## config.mk

```make
export PLATFORM = sky130hd
export DESIGN_NAME = card_dealer
export DESIGN_NICKNAME = d
export VERILOG_FILES = /design/src/rtl/card_dealer.sv
export SDC_FILE = /design/constraint.sdc
export NUM_CORES = 1
export LEC_CHECK = 0
export ABC_AREA = 1
export BUFFER_PORTS_ARGS = -buffer_cell sky130_fd_sc_hd__buf_4
export CORE_MARGIN = 5
export CORE_UTILIZATION = 30
export CTS_CLUSTER_SIZE = 12
export DETAILED_ROUTE_END_ITERATION = 16
export SLEW_MARGIN = 20
export SYNTH_ARGS = -nofsm -noshare
export SYNTH_HDL_FRONTEND = slang
export SYNTH_SLANG_ARGS = --single-unit
```

## constraint.sdc

```tcl
create_clock -name CLOCK_50 -period 3.7 [get_ports CLOCK_50]
set_input_delay 0.555 -clock CLOCK_50 [delete_from_list [all_inputs] [get_ports CLOCK_50]]
set_output_delay 0.555 -clock CLOCK_50 [all_outputs]
set_load 0.05 [all_outputs]
```

## src/rtl/card_dealer.sv

```systemverilog
// Deals unique cards from a 52-card deck using an external RNG over a req/valid
// handshake, falling back to a linear scan after MAX_RETRIES rejected draws.
module card_dealer #(
   parameter int unsigned MAX_RETRIES = 16
) (
   input  logic       CLOCK_50,
   input  logic       resetn,
   input  logic       deal_req,
   input  logic       shuffle,
   output logic       rnd_req,
   input  logic       rnd_valid,
   input  logic [5:0] rnd_data,
   output logic       card_valid,
   output logic [5:0] card_id,
   output logic [3:0] card_rank,
   output logic [3:0] card_value,
   output logic [5:0] cards_left,
   output logic       deck_empty,
   output logic       busy,
   output logic       deal_err
);

   localparam int unsigned NCARDS = 52;
   localparam int unsigned IDW    = 6;
   localparam int unsigned RW     = 6;
   localparam int unsigned VW     = 4;

   typedef enum logic [2:0] {
      S_IDLE,
      S_REQ,
      S_CHECK,
      S_SCAN,
      S_DONE
   } state_e;

   state_e            state_q, state_d;
   logic [NCARDS-1:0] mask_q, mask_d;
   logic [IDW-1:0]    left_q, left_d;
   logic [RW-1:0]     retry_q, retry_d;
   logic [IDW-1:0]    data_q, data_d;
   logic [IDW-1:0]    idx_q, idx_d;
   logic [IDW-1:0]    id_q, id_d;
   logic [VW-1:0]     rank_q, rank_d;
   logic [VW-1:0]     value_q, value_d;
   logic              valid_q, valid_d;
   logic              err_q, err_d;
   logic              empty_q, empty_d;
   logic              req_q, req_d;
   logic              busy_q, busy_d;

   logic [63:0]       ext_mask;
   logic              draw_taken;
   logic              scan_taken;
   logic [RW-1:0]     retry_inc;
   logic [IDW-1:0]    data_mod;
   logic [IDW-1:0]    idx_next;
   logic [IDW-1:0]    sel;
   logic [IDW-1:0]    rank_idx;
   logic [VW-1:0]     rank_sel;
   logic [VW-1:0]     value_sel;
   logic              take;

   // Values 52..63 index the padding ones, so out-of-range draws look already dealt
   always_comb begin
      ext_mask   = {12'hFFF, mask_q};
      draw_taken = ext_mask[data_q];
      scan_taken = ext_mask[idx_q];
      retry_inc  = retry_q + RW'(1);
      data_mod   = (data_q >= IDW'(NCARDS)) ? data_q - IDW'(NCARDS) : data_q;
      idx_next   = (idx_q == IDW'(NCARDS - 1)) ? '0 : idx_q + IDW'(1);
      sel        = (state_q == S_SCAN) ? idx_q : data_q;
   end

   // Rank and blackjack value of the selected card without a divider
   always_comb begin
      if (sel >= IDW'(39))      rank_idx = sel - IDW'(39);
      else if (sel >= IDW'(26)) rank_idx = sel - IDW'(26);
      else if (sel >= IDW'(13)) rank_idx = sel - IDW'(13);
      else                      rank_idx = sel;
      rank_sel = VW'(rank_idx) + VW'(1);
      if (rank_sel == VW'(1))       value_sel = VW'(11);
      else if (rank_sel >= VW'(10)) value_sel = VW'(10);
      else                          value_sel = rank_sel;
   end

   always_comb begin
      state_d = state_q;
      mask_d  = mask_q;
      left_d  = left_q;
      retry_d = retry_q;
      data_d  = data_q;
      idx_d   = idx_q;
      id_d    = id_q;
      rank_d  = rank_q;
      value_d = value_q;
      valid_d = 1'b0;
      err_d   = 1'b0;
      take    = 1'b0;

      if (shuffle) begin
         state_d = S_IDLE;
         mask_d  = '0;
         left_d  = IDW'(NCARDS);
      end else begin
         case (state_q)
            S_IDLE: begin
               if (deal_req) begin
                  if (left_q != '0) begin
                     state_d = S_REQ;
                     retry_d = '0;
                  end else begin
                     err_d = 1'b1;
                  end
               end
            end
            S_REQ: begin
               if (req_q && rnd_valid) begin
                  data_d  = rnd_data;
                  state_d = S_CHECK;
               end
            end
            S_CHECK: begin
               if (!draw_taken) begin
                  take = 1'b1;
               end else begin
                  retry_d = retry_inc;
                  if (retry_inc == RW'(MAX_RETRIES)) begin
                     state_d = S_SCAN;
                     idx_d   = data_mod;
                  end else begin
                     state_d = S_REQ;
                  end
               end
            end
            S_SCAN: begin
               if (!scan_taken) take = 1'b1;
               else             idx_d = idx_next;
            end
            S_DONE:  state_d = S_IDLE;
            default: state_d = S_IDLE;
         endcase

         if (take) begin
            state_d = S_DONE;
            mask_d  = mask_q | (NCARDS'(1) << sel);
            left_d  = left_q - IDW'(1);
            id_d    = sel;
            rank_d  = rank_sel;
            value_d = value_sel;
            valid_d = 1'b1;
         end
      end

      empty_d = (left_d == '0);
      req_d   = (state_q == S_REQ) && (state_d == S_REQ);
      busy_d  = (state_d != S_IDLE);
   end

   always_ff @(posedge CLOCK_50 or negedge resetn) begin
      if (!resetn) begin
         state_q <= S_IDLE;
         mask_q  <= '0;
         left_q  <= IDW'(NCARDS);
         retry_q <= '0;
         data_q  <= '0;
         idx_q   <= '0;
         id_q    <= '0;
         rank_q  <= '0;
         value_q <= '0;
         valid_q <= 1'b0;
         err_q   <= 1'b0;
         empty_q <= 1'b0;
         req_q   <= 1'b0;
         busy_q  <= 1'b0;
      end else begin
         state_q <= state_d;
         mask_q  <= mask_d;
         left_q  <= left_d;
         retry_q <= retry_d;
         data_q  <= data_d;
         idx_q   <= idx_d;
         id_q    <= id_d;
         rank_q  <= rank_d;
         value_q <= value_d;
         valid_q <= valid_d;
         err_q   <= err_d;
         empty_q <= empty_d;
         req_q   <= req_d;
         busy_q  <= busy_d;
      end
   end

   assign rnd_req    = req_q;
   assign card_valid = valid_q;
   assign card_id    = id_q;
   assign card_rank  = rank_q;
   assign card_value = value_q;
   assign cards_left = left_q;
   assign deck_empty = empty_q;
   assign busy       = busy_q;
   assign deal_err   = err_q;

endmodule

```

==> impl_results.md, run 1 <==
* Crit path largest cell delay at roughly 0.77 ns
* Switching portion of total power at 0.358
* Post-DP HPWL at between 10000 and 15000 microns
* CTS tree: yes
* Vias per cell at roughly 5
* Critical Path RT at ~4.0 ns
* Outcome: finished clean
* Detailed-route via count at 5673
* Resized cells post-CTS at 0
* Syn Area/Cell at roughly 7 sq um
* Detailed Routing Iterations Pass 1 at 5
* Root Buffer: clkbuf_16
* Period utilization at 0.880
* Warnings, synthesis at 0
* # rows at 52
* Max FO, Critical Path at 21
* Synth Instances at 847
* Vias in the first global route at roughly 5400
* Number of buffers created by CTS at 9
* Min cycle time layout at 3.26 ns
* Util after Layout at 0.343
* Crit path DAT at about 3.6 ns
* Slew headroom at 0.379
* # clock sinks at 98
* Cell Pwr Density at approximately 410 mW/mm^2
* Net count after synthesis at between 800 and 900
* Sw Pwr at between 0.001 and 0.0015 W
* CTS clk-pin slew, worst paths at roughly 0.070 ns
* Share of cells above drive strength 1 at 0.119
* Clock Tree Buf Depth at 2
* CP Cell Sequence: nand2_1 > nand2_1 > inv_1 > ha_1 > inv_1 > nand3_2 > a21oi_1 > nand2_1 > nand2_1 > nor2_4 > ha_1 > nand3_1 > nand2_1 > nor2_1 > nand3_1 > nand3_1 > nand2_1 > inv_1
* Distinct cells, synth at 37
* Slew @ Worst Pin at approximately 0.93 ns
* Post-synth top flop: dfrtp_1
* RSZ-0062 raised after global routing: false
* Floorplan die height at between 150 and 200 microns
* Register area share after synthesis at 0.404
* Crit path max-delay cell type: dfrtp_1
* Area growth syn-to-layout at 13.3%
* Syn Std Cell Area at around 0.006 sq mm
* Power Internal at between 0.0015 and 0.002 W
* Die X at approximately 150 microns
* Gate power share at 0.269
* Clk Latency, worst-skew pair at ~0.36 ns
* Max_cap viols at 0
* Final TNS setup at 0 ns
* Type of the worst min-delay path: in2async
* Std-Cell Core Area at between 0.02 and 0.025 sq mm
* Final hold viol count at 0
* Initial antenna violation count at 0
* VDD IR max at 0.000188 V
* Starting Density at 0.303
* DRT antenna net count at 0
* WS Path Type: reg2reg
* Worst path bufs/invs at 3
* CP top delay family: simple AND/OR/NAND/NOR gates
* Synth top area share at 0.391
* Part of the power in registers at 0.414
* First-pass GRT wire length at 29400 microns
* Final Max Slew Viols at 0
* Total track usage at 0.156
* Antenna diodes at 0
* Hold buffers post-CTS at 0
* DR WL/cell at roughly 16 microns
* Worst clock skew at ~0.0082 ns
* Commonest non-fill, non-tap cell in the layout: nand2_1
* Detailed Route WL at 18300 microns
* Most frequent cells in the layout: nand2_1 (210), inv_1 (102), dfrtp_1 (95), a21oi_1 (84), nand3_1 (75)
* Most used cell, CP: nand2_1
* Clock power share at 0.318
* Critical Path Sink Type: register
* Fill count at about 2100
* Finish-stage setup viols at 0
* Startpoint Class: register
* Iter 0 DRT Violations at roughly 520
* Async SR Flop Fraction at 1.00
* FF+latch count, synth at 98
* DRC at 0
* Largest net degree at the start of global routing at 71
* Post-CTS setup buffers at 0
* Placer Congestion at between 0.9 and 1
* Die area at approximately 0.023 sq mm
* Grt ovf at 0
* Max H-tree Level at 3
* Synth area leaders: dfrtp_1 (39%), nand2_1 (13%), a21oi_1 (6.9%), inv_1 (6.3%), nand3_1 (6.2%)
* FMAX at 0.307 GHz
* Post-synth EDFFs at 0
* Cell taking the most area after synthesis: dfrtp_1
* PortBufs at 35
* Leakage at 3.19 nW
* Fin nets at roughly 900
* Boundary Pins at 36
-- registers in the layout, indices dropped and copies added (netlist names) --
name and cells:
busy 1, retry_q 6, rnd_req 1, card_rank 4, card_id 6, deal_err 1
mask_q 52, card_value 4, card_valid 1, cards_left 6, idx_q 6, deck_empty 1
state_q 3, data_q 6
-- power by group through the flow --
| stage | clock network (W) | registers [W] | logic, W |
|---|---|---|---|
| after detailed placement | 0 | 0.00117 | 0.000741 |
| after global placement | 0 | 0.00117 | 0.000740 |
| final | 0.000888 | 0.00116 | 0.000751 |
| after global routing | 0.000951 | 0.00116 | 0.000832 |
| after floorplan | 0 | 0.00119 | 0.000506 |
| after CTS | 0.000915 | 0.00115 | 0.000745 |
-- metrics by stage --
stage	hold slack [ns]	cell area, sq um	total power, W	cells	setup WS, ns
floorplan	0.259	6090	0.00169	847	1.07
global placement	0.469	6610	0.00191	1130	0.396
detailed placement	0.472	6610	0.00191	1130	0.395
CTS	0.370	6890	0.00281	1146	0.374
global route	0.410	6890	0.00294	1146	0.0672
finish	0.323	6890	0.00279	1146	0.443
-- layer usage --
layer | share of wire | vias up | global-route usage
li1 | - | 2804 | -
met1 | 0.47 | 2654 | 0.220
met2 | 0.44 | 183 | 0.237
met3 | 0.055 | 32 | 0.0332
met4 | 0.029 | 0 | 0.0585
met5 | 0 | - | 0
-- Yosys cell counts, types with 2 or more instances --
master,instances
nand2_1,210
inv_1,102
dfrtp_1,95
a21oi_1,84
nand3_1,75
nor2_1,59
o21ai_0,59
buf_2,17
ha_1,17
o211ai_1,17
nand2_2,14
clkbuf_1,11
nand4_1,10
o21ai_1,9
xor2_1,9
inv_2,8
nor3_1,6
o22ai_1,6
buf_4,5
nor2_4,5
dfstp_2,3
nand3_2,3
o21a_1,3
o31ai_1,3
buf_6,2
nor2_2,2
or2_2,2
xnor2_1,2
-- cells by family (layout without fill, tap and decap cells) --
kind of cell / Yosys count / in the layout / synth area share
AOI/OAI and AO/OA: 184 / 184 / 0.165
xor gates and xnor gates: 11 / 11 / 0.0158
adders and majority gates: 17 / 17 / 0.0350
buffers and inverters: 147 / 176 / 0.0997
DFF: 98 / 98 / 0.404
and+or+nand+nor: 390 / 390 / 0.281
-- path summary, 6_finish.rpt --
path	start	to	slack [ns]	cells past startpoint
max in group asynchronous	resetn	idx_q[4]$_DFFE_PN0P_	2.53	2
worst min-delay path	resetn	cards_left[1]$_DFF_PN0_	0.32	1
worst max-delay path	data_q[0]$_DFFE_PN0P_	card_value[1]$_DFFE_PN0P_	0.44	18
min in group CLOCK_50	rnd_data[1]	data_q[1]$_DFFE_PN0P_	0.45	3
worst min register to register	card_rank[2]$_DFFE_PN0P_	card_rank[2]$_DFFE_PN0P_	0.49	2
worst max register to register	data_q[0]$_DFFE_PN0P_	card_value[1]$_DFFE_PN0P_	0.44	18
-- layout make-up --
class	instances	area [sq um]	share of cell area
Multi-Input combinational cell	602	3030	0.440
Sequential cell	98	2460	0.356
Tap cell	270	338	0.0490
Inverter	111	417	0.0604
Clock buffer	11	243	0.0352
Clock inverter	5	30.0	0.00436
Timing Repair Buffer	49	380	0.0552
-- worst reg2reg max path: stages, from the launching register on --
cell     delay [ns]
dfrtp_1        0.77
nand2_1        0.19
nand2_1        0.26
inv_1          0.19
ha_1           0.23
inv_1          0.13
nand3_2        0.11
a21oi_1        0.24
nand2_1        0.09
nand2_1        0.11
nor2_4         0.05
ha_1           0.19
nand3_1        0.10
nand2_1        0.09
nor2_1         0.14
nand3_1        0.12
nand3_1        0.11
nand2_1        0.05
inv_1          0.04
Note: power is estimated with default switching activity, not from simulation.
==> inputs of run 2 (changes only) <==
- clock period: 3.7 -> 3.45 ns (I/O delays scaled with it)
==> run 2 against run 1 <==
Net effect: first-iteration DRC count increased by 5.0%; non-clock buffer count unchanged; sequential share of layout area decreased by 0.44 points; power increased by 15%; register-to-register slack about the same; highest routed layer unchanged.
==> impl_results.md, run 2 (synthesized netlist as in run 1, its figures left out) <==
* Min cycle time layout at 3.01 ns (was 3.26 ns)
* Starting Density at 0.303 (unchanged)
* Iter 0 DRT Violations at 547 (was 521)
* Startpoint Class: register (unchanged)
* Design Area, Final at 0.00699 sq mm (was 0.00689 sq mm)
* Fin nets at 899 (unchanged)
* Final hold viol count at 0 (unchanged)
* # clock sinks at 98 (unchanged)
* Grt ovf at 0 (unchanged)
* Max FO, Critical Path at 10 (was 21)
* FMAX at 0.332 GHz (was 0.307 GHz)
* Post-DP HPWL at 13100 microns (was 13300 microns)
* CTS clk-pin slew, worst paths at 0.07 ns (about the same)
* Slew @ Worst Pin at 0.834 ns (was 0.931 ns)
* Crit path max-delay cell type: dfrtp_2 (was dfrtp_1)
* Crit path largest cell delay at 0.46 ns (was 0.77 ns)
* Reg-to-reg slack, setup at 0.44 ns (about the same)
* Placer Congestion at 0.935 (was 0.903)
* Die X at 152 microns (unchanged)
* Area post-placement at 0.00662 sq mm (was 0.00661 sq mm)
* Vias per cell at 4.95 (about the same)
* Total track usage at 0.156 (about the same)
* Largest net degree at the start of global routing at 64 (was 71)
* Critical Path RT at 3.76 ns (was 4.00 ns)
* Detailed Route WL at 18100 microns (was 18300 microns)
* Number of flip-flops in the largest register at 52 (unchanged)
* R2r startpoint: state_q[0]$_DFF_PN0_ (was data_q[0]$_DFFE_PN0P_)
* Die area at 0.0232 sq mm (unchanged)
* Root Buffer: clkbuf_16 (unchanged)
* WS Path Type: reg2reg (unchanged)
* Final Max Slew Viols at 0 (unchanged)
* DRT antenna net count at 0 (unchanged)
* Detailed Routing Iterations Pass 1 at 5 (unchanged)
* Clk Latency, worst-skew pair at 0.36 ns (about the same)
* Type of the worst min-delay path: in2async (unchanged)
* Share of cells above drive strength 1 at 0.122 (was 0.119)
* Slack of the critical path at 0.437 ns (was 0.443 ns)
* Commonest non-fill, non-tap cell in the layout: nand2_1 (unchanged)
* Critical Path Sink Type: register (unchanged)
* Floorplan die height at 152 microns (unchanged)
* DRC at 0 (unchanged)
* RSZ-0062 raised after global routing: false (unchanged)
* DR WL/cell at 15.8 microns (was 15.9 microns)
* Period utilization at 0.873 (was 0.880)
* Worst clock skew at 0.00914 ns (was 0.00818 ns)
* Outcome: finished clean (unchanged)
* PortBufs at 35 (unchanged)
* Area growth syn-to-layout at 14.8% (was 13.3%)
* CP Cell Sequence: nand2_2 > nor2_4 > nand2_1 > nand2_1 > inv_1 > ha_1 > nand2_1 > nand3_1 > nand2_2 > nand3_1 > nand3_1 > nand2_2 > ha_1 > nand3_1 > nand2_1 > nor2_1 > nand3_1 > nand3_1 > nand2_1 > inv_1 (was nand2_1 > nand2_1 > inv_1 > ha_1 > inv_1 > nand3_2 > a21oi_1 > nand2_1 > nand2_1 > nor2_4 > ha_1 > nand3_1 > nand2_1 > nor2_1 > nand3_1 > nand3_1 > nand2_1 > inv_1)
* Post-Place Worst Slack at 0.327 ns (was 0.395 ns)
* Finish-stage setup viols at 0 (unchanged)
* Most frequent cells in the layout: nand2_1 (210), inv_1 (102), dfrtp_1 (93), a21oi_1 (84), nand3_1 (75) (was nand2_1 (210), inv_1 (102), dfrtp_1 (95), a21oi_1 (84), nand3_1 (75))
* Area of the multi-input gates at 0.00303 sq mm (unchanged)
* Sequential Area at 0.00246 sq mm (about the same)
* Hold Slack at 0.268 ns (was 0.323 ns)
* # rows at 52 (unchanged)
* Fill count at 2111 (was 2119)
* First-pass GRT wire length at 29200 microns (was 29400 microns)
* Vias in the first global route at 5303 (was 5352)
* Critical R2R Capture: card_value[1]$_DFFE_PN0P_ (unchanged)
* Top reg by flops: mask_q (unchanged)
* Crit path DAT at 3.32 ns (was 3.56 ns)
* Number of buffers created by CTS at 9 (unchanged)
* VDD IR max at 0.000232 V (was 0.000188 V)
* Cell Pwr Density at 461 mW/mm^2 (was 405 mW/mm^2)
* Clock Tree Buf Depth at 2 (unchanged)
* Final TNS setup at 0 ns (unchanged)
* Initial antenna violation count at 0 (unchanged)
* Util after Layout at 0.348 (was 0.343)
* Leakage at 3.23 nW (was 3.19 nW)
* Most used cell, CP: nand3_1 (was nand2_1)
* Max H-tree Level at 3 (unchanged)
* Antenna diodes at 0 (unchanged)
* Max_cap viols at 0 (unchanged)
* Std-Cell Core Area at 0.0201 sq mm (unchanged)
* CTS tree: yes (unchanged)
* R2R cell count at 20 (was 18)
* Slew headroom at 0.444 (was 0.379)
* Boundary Pins at 36 (unchanged)
* Detailed-route via count at 5678 (was 5673)
## run 2: per-stage QoR
step / std cells / total power (W)
finish: 1146 / 0.00322
global route: 1146 / 0.00340
CTS: 1143 / 0.00323
detailed placement: 1127 / 0.00207
global placement: 1127 / 0.00207
floorplan: 847 / 0.00181
## run 2: cell type report
class | instances | area share
multi-input combinational | 602 | 0.434
tap | 270 | 0.0483
clock buffer | 12 | 0.0381
clock inverter | 4 | 0.0104
timing repair buffer | 49 | 0.0580
inverter | 111 | 0.0596
sequential | 98 | 0.352
## run 2: worst max path at each step
stage,startpoint,to,cells after the start
after floorplan,state_q[2]$_DFF_PN0_,card_value[1]$_DFFE_PN0P_,19
after global placement,state_q[2]$_DFF_PN0_,card_value[1]$_DFFE_PN0P_,21
after detailed placement,state_q[2]$_DFF_PN0_,card_value[1]$_DFFE_PN0P_,19
after CTS,state_q[2]$_DFF_PN0_,card_value[1]$_DFFE_PN0P_,19
after global routing,state_q[0]$_DFF_PN0_,card_value[0]$_DFFE_PN0P_,22
final,state_q[0]$_DFF_PN0_,card_value[1]$_DFFE_PN0P_,20
## run 2: critical path: cells and delay by family (launching register included)
kind	cells	cell delay, ns
adders and majority gates	2	0.48
buffers and inverters	2	0.20
DFF	1	0.46
and+or+nand+nor	16	1.80
## run 2: what timing repair did
item | in CTS | in global routing
buffers inserted | 0 | 3
endpoints found under the setup margin | 0 | 2
resized for setup | 0 | 3
hold buffers | 0 | 0
## run 2: layer usage
| layer | part of all wire | vias to the layer above | global-route usage |
|---|---|---|---|
| met2 | 0.46 | 186 | 0.248 |
| met3 | 0.057 | 32 | 0.0386 |
| met1 | 0.46 | 2659 | 0.210 |
| li1 | - | 2801 | - |
| met4 | 0.026 | 0 | 0.0505 |
| met5 | 0 | - | 0 |
## run 2: power breakdown
part,switching [W],internal [W],leakage [nW]
Combinational,0.000593,0.000252,1.76
Sequential,0.0000423,0.00118,1.31
Clock,0.000460,0.000694,0.165
==> inputs of run 3 (changes only) <==
==> constraint.sdc (replaced) <==
create_clock -name CLOCK_50 -period 2.9 [get_ports CLOCK_50]
set_input_delay 0.435 -clock CLOCK_50 [delete_from_list [all_inputs] [get_ports CLOCK_50]]
set_output_delay 0.435 -clock CLOCK_50 [all_outputs]
set_load 0.01 [all_outputs]
==> run 3 against run 2 <==
Net effect: clock-buffer cell count shrank 2; critical path depth grew 1; fmax grew 7.4%; combinational power grew 26%; design area grew 3.6%; via count grew 2.7%; register-to-register slack lost 0.34 ns; first-iteration DRC count grew 7.3%; clock power grew 9%; hold slack lost 0.23 ns; power grew 17%.
==> impl_results.md, run 3 (synthesized netlist as in run 1, its figures left out) <==
* Grt ovf at 0 (unchanged)
* Area post-placement at 0.00676 sq mm (was 0.00662 sq mm)
* Worst clock skew at 0.00862 ns (was 0.00914 ns)
* Critical Path Sink Type: register (unchanged)
* Critical Path RT at 3.21 ns (was 3.76 ns)
* Boundary Pins at 36 (unchanged)
* Top reg by flops: mask_q (unchanged)
* Clock Tree Buf Depth at 2 (unchanged)
* Iter 0 DRT Violations at 587 (was 547)
* Area growth syn-to-layout at 19.0% (was 14.8%)
* Min cycle time layout at 2.81 ns (was 3.01 ns)
* Detailed Route WL at 18500 microns (was 18100 microns)
* Std-Cell Core Area at 0.0201 sq mm (unchanged)
* Clk Latency, worst-skew pair at 0.36 ns (about the same)
* Floorplan die height at 152 microns (unchanged)
* First-pass GRT wire length at 29600 microns (was 29200 microns)
* Largest net degree at the start of global routing at 62 (was 64)
* Number of flip-flops in the largest register at 52 (unchanged)
* WS Path Type: reg2reg (unchanged)
* Vias in the first global route at 5378 (was 5303)
* Fin nets at 928 (was 899)
* Most frequent cells in the layout: nand2_1 (208), inv_1 (98), dfrtp_1 (92), a21oi_1 (84), buf_4 (75) (was nand2_1 (210), inv_1 (102), dfrtp_1 (93), a21oi_1 (84), nand3_1 (75))
* FMAX at 0.356 GHz (was 0.332 GHz)
* Vias per cell at 4.96 (was 4.95)
* DRT antenna net count at 0 (unchanged)
* Antenna diodes at 0 (unchanged)
* CTS tree: yes (unchanged)
* Design Area, Final at 0.00724 sq mm (was 0.00699 sq mm)
* Hold buffers post-CTS at 0 (unchanged)
* VDD IR max at 0.000305 V (was 0.000232 V)
* Share of cells above drive strength 1 at 0.168 (was 0.122)
* Crit path DAT at 3.11 ns (was 3.32 ns)
* Final hold viol count at 0 (unchanged)
* Max FO, Critical Path at 5 (was 10)
* Commonest non-fill, non-tap cell in the layout: nand2_1 (unchanged)
* Number of buffers created by CTS at 9 (unchanged)
* Period utilization at 0.967 (was 0.873)
* Post-DP HPWL at 13300 microns (was 13100 microns)
* DR WL/cell at 15.7 microns (was 15.8 microns)
* Placer Congestion at 0.908 (was 0.935)
* Initial antenna violation count at 0 (unchanged)
* PortBufs at 35 (unchanged)
* Total track usage at 0.158 (was 0.156)
* Type of the worst min-delay path: in2async (unchanged)
* Post-Place Worst Slack at -0.00921 ns (was 0.327 ns)
* Slew @ Worst Pin at 0.593 ns (was 0.834 ns)
* Total power at 0.00377 W (was 0.00322 W)
* Root Buffer: clkbuf_16 (unchanged)
* Cell Pwr Density at 520 mW/mm^2 (was 461 mW/mm^2)
* Outcome: finished clean (unchanged)
* Detailed Routing Iterations Pass 1 at 7 (was 5)
* Starting Density at 0.303 (unchanged)
* Slew headroom at 0.605 (was 0.444)
* Die X at 152 microns (unchanged)
* Leakage at 3.35 nW (was 3.23 nW)
* Max_cap viols at 0 (unchanged)
* CTS clk-pin slew, worst paths at 0.07 ns (about the same)
* Die area at 0.0232 sq mm (unchanged)
* Slack of the critical path at 0.0945 ns (was 0.437 ns)
* Final Max Slew Viols at 0 (unchanged)
* Max H-tree Level at 3 (unchanged)
* Hold Slack at 0.0422 ns (was 0.268 ns)
* # rows at 52 (unchanged)
* Startpoint Class: register (unchanged)
* Util after Layout at 0.360 (was 0.348)
* Detailed-route via count at 5831 (was 5678)
* Finish-stage setup viols at 0 (unchanged)
* DRC at 0 (unchanged)
* # clock sinks at 98 (unchanged)
-- run 3: changes by cell type in the layout (fill, tap and decap cells not counted), sizes merged --
| cell | before | now |
|---|---|---|
| buf | 49 | 78 |
| bufinv | 2 | 1 |
| clkbuf | 12 | 10 |
| clkinvlp | 1 | 4 |
-- run 3: layer usage --
layer / GRT usage / share of wire / vias up
met2: 0.240 / 0.45 / 230
li1: - / - / 2867
met4: 0.0556 / 0.026 / 0
met3: 0.0398 / 0.070 / 31
met1: 0.219 / 0.45 / 2703
met5: 0 / 0 / -
-- run 3: path summary, 6_finish.rpt --
kind,startpoint,end,slack (ns),depth (start not counted)
max,state_q[2]$_DFF_PN0_,card_value[1]$_DFFE_PN0P_,0.09,21
min,resetn,busy$_DFF_PN0_,0.04,1
max reg2reg,state_q[2]$_DFF_PN0_,card_value[1]$_DFFE_PN0P_,0.09,21
min reg2reg,card_value[3]$_DFFE_PN0P_,card_value[3]$_DFFE_PN0P_,0.49,2
max in group asynchronous,resetn,mask_q[6]$_DFFE_PN0P_,2.13,2
min in group CLOCK_50,deal_req,deal_err$_DFF_PN0_,0.31,3
-- run 3: area by class of cell --
type | count | area (sq um)
inverters | 111 | 420
multi-input cells | 602 | 3100
flip-flops and latches | 98 | 2460
clock inverters | 6 | 66.3
clock buffers | 10 | 239
fillers | 2090 | 12900
well taps | 270 | 338
repair buffers | 78 | 623
-- run 3: stage by stage --
stage / instances / setup TNS (ns)
global route: 1175 / -0.181
global placement: 1146 / -0.0109
detailed placement: 1146 / -0.0155
floorplan: 847 / 0
finish: 1175 / 0
CTS: 1162 / 0
-- run 3: where the power goes --
| part | total (W) | internal [W] | switching [W] |
|---|---|---|---|
| logic | 0.00106 | 0.000367 | 0.000694 |
| registers | 0.00146 | 0.00140 | 0.0000531 |
| clock network | 0.00125 | 0.000692 | 0.000557 |
-- run 3: timing repair --
action | 4_1_cts | 5_1_grt
pin swaps | 0 | 6
endpoints found under the setup margin | 2 | 5
endpoints found under the hold margin | 0 | 0
setup buffers | 0 | 13
resized for setup | 3 | 23
-- run 3: critical path: stages (launching register included) --
cell,delay (ns)
dfrtp_2,0.44
inv_2,0.10
nand3_4,0.12
o21ai_4,0.30
ha_2,0.23
inv_2,0.05
nand2_1,0.07
nand3_2,0.10
nand2_2,0.13
nand3_1,0.11
nand2_1,0.08
nand2_1,0.09
nand2_4,0.10
ha_2,0.18
inv_1,0.04
nand2_1,0.10
nand2_2,0.09
nor2_2,0.15
nand3_2,0.09
nand3_1,0.09
nand2_1,0.05
inv_1,0.04
